==> config.mk <==
export PLATFORM = sky130hd
export DESIGN_NAME = mem_port_arbiter
export DESIGN_NICKNAME = d
export VERILOG_FILES = /design/src/rtl/tartaruga_pkg.sv /design/src/rtl/mem_arb_pick.sv /design/src/rtl/mem_port_arbiter.sv
export SDC_FILE = /design/constraint.sdc
export NUM_CORES = 1
export LEC_CHECK = 0
export ABC_AREA = 1
export CAP_MARGIN = 25
export CORE_ASPECT_RATIO = 0.5
export CORE_MARGIN = 5
export CORE_UTILIZATION = 33
export DETAILED_ROUTE_END_ITERATION = 12
export PLACE_DENSITY = 0.79
export SYNTH_ARGS = -nofsm -noshare
export SYNTH_HDL_FRONTEND = slang
export SYNTH_HIERARCHICAL = 1
export SYNTH_SLANG_ARGS = --single-unit
==> constraint.sdc <==
create_clock -name clk_i -period 1.5 [get_ports clk_i]
set_input_delay 0.15 -clock clk_i [delete_from_list [all_inputs] [get_ports clk_i]]
set_output_delay 0.15 -clock clk_i [all_outputs]
set_load 0.02 [all_outputs]
==> src/rtl/tartaruga_pkg.sv <==
// Shared types for the tartaruga memory-port arbiter: source ids, FSM states, bus word.
package tartaruga_pkg;

   typedef logic [31:0] bus32_t;

   typedef enum logic [1:0] {
      SRC_IF = 2'd0,
      SRC_LD = 2'd1,
      SRC_SB = 2'd2
   } mem_src_t;

   typedef enum logic [1:0] {
      IDLE      = 2'd0,
      ISSUE     = 2'd1,
      WAIT_RESP = 2'd2
   } mem_arb_state_t;

   localparam int unsigned N_SRC = 3;

   // Priority ring order SB -> LD -> IF -> SB.
   function automatic mem_src_t next_src(input mem_src_t s);
      case (s)
         SRC_SB:  next_src = SRC_LD;
         SRC_LD:  next_src = SRC_IF;
         default: next_src = SRC_SB;
      endcase
   endfunction

endpackage

==> src/rtl/mem_arb_pick.sv <==
// One-hot request selector: first requester found walking the ring from i_ptr.
module mem_arb_pick
   import tartaruga_pkg::*;
(
   input  logic [N_SRC-1:0] i_req,
   input  mem_src_t         i_ptr,
   output logic [N_SRC-1:0] o_gnt
);

   mem_src_t w_cand;
   logic     w_done;

   always_comb begin
      o_gnt  = '0;
      w_done = 1'b0;
      w_cand = i_ptr;
      for (int unsigned i = 0; i < N_SRC; i++) begin
         if (!w_done && i_req[w_cand]) begin
            o_gnt[w_cand] = 1'b1;
            w_done        = 1'b1;
         end
         w_cand = next_src(w_cand);
      end
   end

endmodule

==> src/rtl/mem_port_arbiter.sv <==
// Single-outstanding arbiter of fetch, load and store-drain onto one memory port.
// Define MEM_ARB_RR_EN for round-robin selection; default is fixed SB > LD > IF.
module mem_port_arbiter
   import tartaruga_pkg::*;
#(
   parameter int unsigned ADDR_W = 32,
   parameter int unsigned DATA_W = 32
) (
   input  logic                clk_i,
   input  logic                rstn_i,
   input  logic                flush_i,
   input  logic                if_req_i,
   input  logic [ADDR_W-1:0]   if_addr_i,
   output logic                if_gnt_o,
   output logic                if_rvalid_o,
   output logic [DATA_W-1:0]   if_rdata_o,
   input  logic                ld_req_i,
   input  logic [ADDR_W-1:0]   ld_addr_i,
   output logic                ld_gnt_o,
   output logic                ld_rvalid_o,
   output logic [DATA_W-1:0]   ld_rdata_o,
   input  logic                sb_req_i,
   input  logic [ADDR_W-1:0]   sb_addr_i,
   input  logic [DATA_W-1:0]   sb_wdata_i,
   input  logic [DATA_W/8-1:0] sb_be_i,
   output logic                sb_gnt_o,
   output logic                sb_done_o,
   output logic                mem_req_o,
   output logic                mem_we_o,
   output logic [ADDR_W-1:0]   mem_addr_o,
   output logic [DATA_W-1:0]   mem_wdata_o,
   output logic [DATA_W/8-1:0] mem_be_o,
   input  logic                mem_gnt_i,
   input  logic                mem_rvalid_i,
   input  logic [DATA_W-1:0]   mem_rdata_i
);

   localparam int unsigned BE_W = DATA_W / 8;

   mem_arb_state_t    r_state;
   mem_src_t          r_owner;
   logic              r_we;
   logic [ADDR_W-1:0] r_addr;
   logic [DATA_W-1:0] r_wdata;
   logic [BE_W-1:0]   r_be;
   logic              r_kill;

   logic [N_SRC-1:0]  w_req;
   logic [N_SRC-1:0]  w_pick;
   logic [N_SRC-1:0]  w_gnt;
   mem_src_t          w_ptr;
   mem_src_t          w_src;
   logic              w_we;
   logic [ADDR_W-1:0] w_addr;
   logic [DATA_W-1:0] w_wdata;
   logic [BE_W-1:0]   w_be;
   logic              w_resp;

   // A flushed fetch is not eligible in the same cycle; LD/SB still compete.
   assign w_req[SRC_IF] = if_req_i & ~flush_i;
   assign w_req[SRC_LD] = ld_req_i;
   assign w_req[SRC_SB] = sb_req_i;

`ifdef MEM_ARB_RR_EN
   mem_src_t r_ptr;

   always_ff @(posedge clk_i or negedge rstn_i) begin
      if (!rstn_i)
         r_ptr <= SRC_SB;
      else if (|w_gnt)
         r_ptr <= next_src(w_src);
   end

   assign w_ptr = r_ptr;
`else
   assign w_ptr = SRC_SB;
`endif

   mem_arb_pick u_pick (
      .i_req (w_req),
      .i_ptr (w_ptr),
      .o_gnt (w_pick)
   );

   assign w_gnt = (r_state == IDLE) ? w_pick : '0;

   always_comb begin
      w_src   = SRC_IF;
      w_we    = 1'b0;
      w_addr  = if_addr_i;
      w_wdata = '0;
      w_be    = '1;
      if (w_gnt[SRC_SB]) begin
         w_src   = SRC_SB;
         w_we    = 1'b1;
         w_addr  = sb_addr_i;
         w_wdata = sb_wdata_i;
         w_be    = sb_be_i;
      end else if (w_gnt[SRC_LD]) begin
         w_src  = SRC_LD;
         w_addr = ld_addr_i;
      end
   end

   always_ff @(posedge clk_i or negedge rstn_i) begin
      if (!rstn_i) begin
         r_state <= IDLE;
         r_owner <= SRC_IF;
         r_we    <= 1'b0;
         r_addr  <= '0;
         r_wdata <= '0;
         r_be    <= '0;
         r_kill  <= 1'b0;
      end else begin
         case (r_state)
            IDLE: begin
               r_kill <= 1'b0;
               if (|w_gnt) begin
                  r_owner <= w_src;
                  r_we    <= w_we;
                  r_addr  <= w_addr;
                  r_wdata <= w_wdata;
                  r_be    <= w_be;
                  r_state <= ISSUE;
               end
            end
            ISSUE: begin
               if (flush_i && r_owner == SRC_IF)
                  r_kill <= 1'b1;
               if (mem_gnt_i)
                  r_state <= WAIT_RESP;
            end
            WAIT_RESP: begin
               if (mem_rvalid_i) begin
                  r_kill  <= 1'b0;
                  r_state <= IDLE;
               end else if (flush_i && r_owner == SRC_IF) begin
                  r_kill <= 1'b1;
               end
            end
            default: r_state <= IDLE;
         endcase
      end
   end

   assign if_gnt_o = w_gnt[SRC_IF];
   assign ld_gnt_o = w_gnt[SRC_LD];
   assign sb_gnt_o = w_gnt[SRC_SB];

   assign mem_req_o   = (r_state == ISSUE);
   assign mem_we_o    = r_we;
   assign mem_addr_o  = r_addr;
   assign mem_wdata_o = r_wdata;
   assign mem_be_o    = r_be;

   // A flush arriving together with the response must also suppress it.
   assign w_resp      = (r_state == WAIT_RESP) && mem_rvalid_i;
   assign if_rvalid_o = w_resp && (r_owner == SRC_IF) && !r_kill && !flush_i;
   assign ld_rvalid_o = w_resp && (r_owner == SRC_LD);
   assign sb_done_o   = w_resp && (r_owner == SRC_SB);
   assign if_rdata_o  = if_rvalid_o ? mem_rdata_i : '0;
   assign ld_rdata_o  = ld_rvalid_o ? mem_rdata_i : '0;

endmodule

==> qor.csv, run 1 <==
stage,metric,value,unit
final_layout,syn2layout_area_growth,109,%
power_and_ir_drop,p_leak,5.02,nW
power_and_ir_drop,power_frac_seq,0.233,
yosys,synth_cell_types,23,
placed_design,dp_hpwl,14.7,mm
route,first_pass_iters,8,
worst_setup_path,r2r_cells,11,
yosys,synth_fa_ha_area_frac,0.0272,
placed_design,gp_congestion,0.912,
yosys,synth_top_family_by_area,simple AND/OR/NAND/NOR gates,
worst_setup_path,worst-endpoint-arrival,1730,ps
floorplanning,die_y,93.4,um
sta,hold_viol_final,0,
clocking,cts.sinks,73,
sta,clock-skew-final,6.65,ps
final_layout,layout_commonest_cell,clkdlybuf4s50_1,
power_and_ir_drop,p_int,8.80,mW
clocking,clockBufferDepth,2,
sta,finalMaxSlewViolations,0,
route,ant_nets,0,
yosys,netlist_area,0.00459,mm^2
floorplanning,die_area,0.0165,mm^2
final_layout,finalCoreUtilization,0.707,
floorplanning,rows,30,
final_layout,final_cell_mix,"207 x clkdlybuf4s50_1, 147 x nand2_1, 115 x inv_1, 89 x nand3_1, 74 x buf_4",
power_and_ir_drop,combPwrFrac,0.596,
global_routing,overflow,0,
floorplanning,ios,312,
final_layout,n_antenna_cell,0,
sta,period_share,1.26,
final_layout,layout-drive-gt1-share,0.262,
sta,rsz0062_at_grt,true,
yosys,yosysSeqAreaShare,0.398,
yosys,synth_top_area_frac,0.398,
power_and_ir_drop,clkPwrFrac,0.171,
global_routing,grt_pass1_wl,30.5,mm
clocking,cts_root_buffer,clkbuf_16,
yosys,yosys.area_share.simple,0.383,
power_and_ir_drop,p_total,14.9,mW
sta,min_period,1880,ps
sta,fmax,531,MHz
route,drc,0,
clocking,cts-buffers-inserted,9,
sta,setup_viol,143,
route,routed_wl,21.9,mm
power_and_ir_drop,max-vdd-ir-drop,754,uV
worst_setup_path,critical_path_class,flip-flop to output port,
run_status,violations,negative setup slack,
yosys,synth-xor-area-share,0,
yosys,synth-seq-cells,73,
global_routing,grt_pass1_vias,5657,
power_and_ir_drop,sw_frac_of_total,0.410,
global_routing,grt.total_usage,0.230,
yosys,synth_compound_area_frac,0.0392,
worst_setup_path,r2r_slack,-340,ps
floorplanning,core,0.0136,mm^2
run,drv_cap,0,
worst_setup_path,cp-end-kind,output port,
clocking,cts_tree,yes,
clocking,cts_max_level,3,
global_routing,antenna_found_initial,0,
yosys,synthCells,684,
clocking,clk_pin_slew,60,ps
route,num_vias,5949,
yosys,muxShareOfSynthArea,0,
sta,setup_tns,-42510,ps
worst_setup_path,path_max_fanout,6,
route,drt_iter0_drc,420,
placed_design,port-buffer-count,311,
min_path,hp-class,input pin to async pin,
route,vias_per_cell,4.79,
worst_setup_path,r2r_start,r_state[1],
clocking,worstSkewPairLatency,330,ps
yosys,synthTopCellsByArea,"dfrtp_1 40%, nand2_1 13%, nand3_1 12%",
yosys,synth_top_area_cell,dfrtp_1,
worst_setup_path,startpoint_type,flip-flop,
worst_setup_path,timing.rr.end,mem_wdata_o[20],
floorplanning,start_util,0.338,
sta,fin_ws,-383,ps
run_status,status,"finished, violations left",
power_and_ir_drop,p_switching,6.10,mW
final_layout,nNetsFinal,1226,
route,routedWlPerCell,17.6,um
yosys,avgSynthCellArea,6.72,um^2
worst_setup_path,worstPathRequired,1350,ps
global_routing,grt_max_degree,40,
power_and_ir_drop,powerDensity,1550,mW/mm^2
floorplanning,fp.dieW,177,um
yosys,ys_warn_count,6,
[worst max-delay path, cell delays in order (launching register included)]
cell and delay [ps]:
dfrtp_1 380, inv_2 80, ha_4 140, nand2_4 60, inv_4 70, nand3_4 110
buf_4 190, buf_12 130, nor2_2 100, buf_6 130
[stage by stage]
stage	cells	cell area (um^2)	hold slack, ps	setup slack (ps)
floorplan	691	4690	-146	-75.8
global route	1241	9600	255	-445
CTS	1216	8840	239	-373
finish	1241	9600	234	-383
detailed placement	1185	8180	44.4	-734
global placement	1185	8180	43.0	-735
[cells in the mapped netlist]
library cell  count
buf_4             2
nand3_2           1
nand4_1          38
nand2_1         159
nand3_1         108
o21ai_2           1
nand3_4           1
nand2_4           1
o21ai_1          33
nand3b_1          1
nor2_2            1
conb_1            2
nand2_2           4
nor3_1            1
clkbuf_1         10
nor2_1           80
ha_1             10
dfrtp_1          73
inv_1           121
buf_6             2
inv_2             3
buf_2            31
o22ai_1           1
[power groups by stage]
stage	clock [mW]	combinational [mW]	sequential, mW
global route	2.66	9.44	3.60
detailed placement	0	7.22	3.46
floorplan	0	2.53	4.54
global placement	0	7.09	3.43
finish	2.55	8.88	3.47
CTS	2.58	7.70	3.46
[layer usage]
layer | vias to the layer above | GRT usage | part of all wire
li1 | 2850 | - | -
met1 | 2815 | 0.284 | 0.39
met2 | 235 | 0.411 | 0.52
met3 | 49 | 0.0464 | 0.058
met4 | 0 | 0.0676 | 0.029
met5 | - | 0 | 0
[sequential cells by signal, indices dropped and copies added, names as in the netlist]
signal	flops
mem_addr_o	32
r_owner	2
r_state	2
mem_be_o	4
mem_wdata_o	32
r_kill	1
[kinds of logic (layout without fill, tap and decap cells)]
logic type               count (synthesis)  count (layout)
buffers and inverters                  169             527
other                                    2               9
AO/OA/AOI/OAI                           35              35
AND/OR/NAND/NOR                        395             395
flip-flops                              73              73
adder cells (fa/ha/maj)                 10              10
[worst max path at each step]
stage / startpoint / endpoint / slack (ps) / cells past startpoint
after floorplan: r_state[0] / ld_rdata_o[22] / -80 / 7
after global placement: if_req_i / if_gnt_o / -730 / 12
after detailed placement: if_req_i / if_gnt_o / -730 / 12
after CTS: r_state[0] / if_rdata_o[17] / -370 / 9
after global routing: r_state[0] / if_rdata_o[7] / -450 / 9
final: r_state[0] / if_rdata_o[7] / -380 / 9
[area by class of cell]
type,instances,area (um^2)
Clock buffer,9,225
Inverter,124,475
Multi-Input combinational cell,449,2580
Fill cell,1030,3990
Sequential cell,73,1830
Clock inverter,7,124
Tap cell,192,240
Timing Repair Buffer,387,4130
[timing repair]
| action | 4_1_cts | 5_1_grt |
|---|---|---|
| gates resized for setup | 432 | 116 |
| buffers inserted | 11 | 19 |
| gates cloned | 4 | 9 |
| hold buffers | 1 | 0 |
| pin swaps | 11 | 28 |
| endpoints found under the setup margin | 149 | 166 |
| hold endpoints to repair | 33 | 0 |
Power figures use the tool's default switching activity.
==> inputs of run 2 (changes only) <==
- HOLD_SLACK_MARGIN: default -> 0.05
==> results of run 2 <==
Same layout as run 1: the final DEF is identical, and so are final timing and power.
==> inputs of run 3 (changes only) <==
- ABC_CLOCK_PERIOD_IN_PS: default -> 1500
- REMOVE_ABC_BUFFERS: default -> 1
==> run 3 against run 2 <==
Compared with the run above:
- the flow still finishes with violations (negative setup slack)
- clock power decreased by 10%
- maximum frequency decreased by 4.4%
- non-clock buffer count grew 1
- critical path depth decreased by 1
- clock skew is 0.80 ps higher
- clock-buffer cell count up 2
- global-route usage grew 4.4 points
- sequential share of layout area fell by 1.7 points
- via count is 13% higher
- hold slack improved by 30 ps
==> qor.csv, run 3 (synthesized netlist as in run 1, its figures left out) <==
stage,metric,value,unit,change
run_status,status,"finished, violations left",,
run_status,violations,negative setup slack,,
floorplanning,fp.dieW,177,um,unchanged
worst_setup_path,path_max_fanout,8,,+2
clocking,cts.sinks,73,,unchanged
final_layout,fin_cells,1242,,+0.081%
global_routing,grtUsageMet3,0.0569,,+0.0105
final_layout,nNetsFinal,1227,,+0.082%
sta,setup_tns,-51820,ps,-9310 ps
final_layout,layout-drive-gt1-share,0.368,,+0.105
floorplanning,die_area,0.0165,mm^2,unchanged
placed_design,port-buffer-count,311,,unchanged
sta,hold_viol_final,0,,unchanged
final_layout,syn2layout_area_growth,130,%,
final_layout,finalCoreUtilization,0.777,,+0.0703
sta,hold_slack,264,ps,+29.7 ps
power_and_ir_drop,powerDensity,1550,mW/mm^2,+0.12%
worst_setup_path,crit_start,r_state[0],,
sta,clock-skew-final,7.46,ps,+0.803 ps
worst_setup_path,endpoint,if_rdata_o[31],,
global_routing,overflow,0,,unchanged
sta,finalMaxSlewViolations,0,,unchanged
placed_design,place_ws,-727,ps,+7.52 ps
floorplanning,ios,312,,unchanged
sta,min_period,1970,ps,+87.2 ps
final_layout,n_antenna_cell,0,,unchanged
global_routing,grt.total_usage,0.274,,+0.0440
sta,setup_viol,144,,+0.70%
global_routing,use_met1,0.325,,+0.0412
clocking,cts-buffers-inserted,9,,unchanged
final_layout,final_cell_mix,"196 x clkdlybuf4s50_1, 125 x nand2_1, 113 x inv_1, 81 x buf_6, 73 x dfrtp_1",,
floorplanning,start_util,0.338,,unchanged
worst_setup_path,r2r_start,r_state[1],,
sta,fmax,507,MHz,-4.4%
clocking,cts_max_level,3,,unchanged
worst_setup_path,cp-end-kind,output port,,
placed_design,gp_congestion,0.836,,-8.4%
global_routing,grt_pass1_wl,35.4,mm,+16%
power_and_ir_drop,p_total,16.4,mW,+10%
route,ant_nets,0,,unchanged
run,drv_cap,0,,unchanged
worst_setup_path,timing.rr.end,mem_wdata_o[24],,
sta,period_share,1.31,,+0.0582
route,num_vias,6703,,+13%
final_layout,final_area,0.0106,mm^2,+9.9%
route,first_pass_iters,6,,-2
clocking,cts_root_buffer,clkbuf_16,,
route,routedWlPerCell,22.4,um,+27%
clocking,worstSkewPairLatency,340,ps,about the same
global_routing,grt.busiest_layer,met2,,
clocking,clk_pin_slew,60,ps,about the same
placed_design,dp_hpwl,14.7,mm,+0.22%
worst_setup_path,worstPathRequired,1350,ps,about the same
route,drc,0,,unchanged
worst_setup_path,startpoint_type,flip-flop,,
floorplanning,rows,30,,unchanged
final_layout,fillers,787,,-24%
route,routed_wl,27.9,mm,+27%
sta,fin_ws,-471,ps,-87.2 ps
min_path,hp-class,input pin to async pin,,
worst_setup_path,r2r_cells,11,,unchanged
clocking,cts_tree,yes,,
final_layout,regArea,0.00183,mm^2,unchanged
power_and_ir_drop,max-vdd-ir-drop,777,uV,+3.0%
power_and_ir_drop,p_leak,5.38,nW,+7.2%
worst_setup_path,critical_path_class,flip-flop to output port,,
route,drt_iter0_drc,679,,+62%
sta,rsz0062_at_grt,true,,
global_routing,use_met2,0.498,,+0.0869
final_layout,multi_input_area,0.00325,mm^2,+26%
global_routing,grt_max_degree,45,,+13%
global_routing,antenna_found_initial,0,,unchanged
placed_design,dp.cells,1190,,+0.42%
route,vias_per_cell,5.40,,+13%
floorplanning,die_y,93.4,um,unchanged
placed_design,place_area,0.00812,mm^2,-0.64%
global_routing,grt_pass1_vias,6288,,+11%
floorplanning,core,0.0136,mm^2,unchanged
clocking,clockBufferDepth,2,,unchanged
worst_setup_path,worst-endpoint-arrival,1820,ps,+90 ps
final_layout,layout_commonest_cell,clkdlybuf4s50_1,,
worst_setup_path,r2r_slack,-400,ps,-60 ps
## run 3: cell types whose count changed in the layout (fill, tap and decap cells not counted), sizes merged
| cell | before | now |
|---|---|---|
| dlymetal6s2s | 26 | 39 |
| clkdlybuf4s50 | 207 | 196 |
| buf | 139 | 144 |
| bufinv | 3 | 1 |
| clkbuf | 17 | 15 |
| clkinvlp | 0 | 2 |
| dlygate4sd2 | 6 | 4 |
| inv | 127 | 125 |
## run 3: worst min-delay path by stage
stage / start / slack, ps / depth (start not counted) / to
after global placement: rstn_i / 30 / 1 / mem_be_o[1]
after CTS: rstn_i / 210 / 2 / mem_be_o[1]
final: rstn_i / 260 / 2 / mem_addr_o[13]
after floorplan: rstn_i / -150 / 0 / mem_addr_o[0]
after global routing: rstn_i / 250 / 2 / mem_be_o[1]
after detailed placement: rstn_i / 30 / 1 / mem_be_o[1]
## run 3: where the power goes
group          internal, mW  switching, mW
logic                  4.89           5.65
registers              2.92          0.650
clock network          1.35          0.947
total                  9.15           7.24
## run 3: worst max-delay path, cell delays in order (launching register included)
cell and delay (ps):
dfrtp_1 390, inv_2 100, ha_4 170, nand2_4 70
inv_4 90, nand3_4 170, clkbuf_16 250, nor2_2 110
buf_6 130
## run 3: metal layers
metal	share of wire	wire, um
met5	0	0
met3	0.079	2190
met1	0.35	9750
met4	0.062	1730
met2	0.51	14200
## run 3: final cells by class
type,instances,area share
clock buffers,11,0.0230
well taps,192,0.0228
flip-flops and latches,73,0.173
inverters,124,0.0455
clock inverters,5,0.00593
repair buffers,388,0.421
multi-input cells,449,0.308
## run 3: repair_timing
action                     CTS  global route
hold buffers                 1             0
pin swaps                   20            43
hold endpoints to repair    73             0
setup buffers               19             6
resized for setup          567           250
setup endpoints to repair  153           182
gates cloned                16             4
==> RTL change (config.mk and constraints of run 1) <==
Change the parameter `ADDR_W` from 32 to 16.
--- a/src/rtl/mem_port_arbiter.sv
+++ b/src/rtl/mem_port_arbiter.sv
@@ -5,3 +5,3 @@
 #(
-   parameter int unsigned ADDR_W = 32,
+   parameter int unsigned ADDR_W = 16,
    parameter int unsigned DATA_W = 32
Interface: changed (resized if_addr_i, ld_addr_i, mem_addr_o and sb_addr_i); port bits go from 312 to 248. No check against the original RTL was run, so the function may have changed too.
==> RTL change against run 1 <==
- the run still ends with negative setup slack left
- cell count fell by 22%
- first-iteration DRC count down 13%
- setup slack worse by 0.087 ns
- synthesized cell count shrank 26%
- non-clock buffer count fell by 57
- combinational power is 14% lower
- final area is 16% lower
- routed wire length down 8.4%
- synthesized area is 23% lower
- power down 17%
- sequential cell count shrank 16
- clock power fell by 26%
- clock skew down 0.00086 ns
- critical path type unchanged
- largest cell class unchanged
==> RTL change: results (changes against run 1) <==
multi-input gates 337 (was 449); Non-clk invs 92 (was 124); routed wl met3 1640 um (was 1270 um); die area 0.0130 sq mm (was 0.0165 sq mm); top cells by area, synth dfrtp_1 40%, nand2_1 10%, inv_1 9.3% (was dfrtp_1 40%, nand2_1 13%, nand3_1 12%); fraction of cell area in non-clock buffers 0.447 (was 0.430); routed wl met2 10100 um (was 11400 um); placed inst area 0.00642 sq mm (was 0.00818 sq mm); Logic pwr share 0.617 (was 0.596); pre-CTS setup slack -0.754 ns (was -0.734 ns); Adder-Cell Fraction of Synth Area 0.0354 (was 0.0272); run status complete, but fails checks (unchanged); GPL Wtd Cong 0.861 (was 0.912); sequential area share after synthesis 0.403 (was 0.398); Reg area 0.00143 sq mm (was 0.00183 sq mm); DP HPWL 11000 um (was 14700 um); failing checks negative setup slack (unchanged); Setup Skew 0.00580 ns (was 0.00665 ns); M1 GR Usage 0.277 (was 0.284); Sw Pwr 5.24 mW (was 6.10 mW); Initial DRC Count 365 (was 420); via count 5079 (was 5949); WL per Instance 20.7 um (was 17.6 um); Post-Synthesis Cells 506 (was 684); Synth top cells by count 95 x nand2_1, 88 x inv_1, 80 x nor2_1, 60 x nand3_1, 57 x dfrtp_1 (was 159 x nand2_1, 121 x inv_1, 108 x nand3_1, 80 x nor2_1, 73 x dfrtp_1); Peak supply drop 965 uV (was 754 uV); WL met1 7080 um (was 8610 um); Worst Slack Setup Final -0.471 ns (was -0.383 ns); met2 GRT Util 0.441 (was 0.411); fin area 0.00809 sq mm (was 0.00960 sq mm); # setup viols final 130 (was 143); first-pass GRT wire length 25600 um (was 30500 um); number of vias per cell 5.24 (was 4.79); slowest cell delay on critical path 0.40 ns (was 0.38 ns)
==> RTL change: worst paths after layout <==
| check | from | end | cells after the start |
|---|---|---|---|
| worst min register to register | mem_wdata_o[26] | mem_wdata_o[26] | 2 |
| max in group asynchronous | rstn_i | r_state[1] | 3 |
| worst max register to register | r_state[0] | mem_wdata_o[9] | 9 |
| worst max-delay path | r_state[0] | ld_rdata_o[17] | 9 |
| worst min-delay path | rstn_i | mem_addr_o[9] | 2 |
| min in group clk_i | sb_wdata_i[5] | mem_wdata_o[5] | 3 |
==> RTL change: through the flow <==
step                power [mW]  hold slack, ns  setup TNS [ns]
floorplan                 5.47          -0.146           -2.20
global placement          8.15         0.00253          -69.08
detailed placement        8.29         0.00936          -71.73
CTS                       10.9           0.228          -32.18
global route              12.9           0.229          -47.47
finish                    12.4           0.236          -41.40
==> RTL change: what timing repair did <==
item,CTS,global route
pin swaps,5,19
buffers inserted,26,16
hold endpoints to repair,57,0
resized for setup,472,140
endpoints found under the setup margin,128,141
hold buffers,1,0
gates cloned,7,5
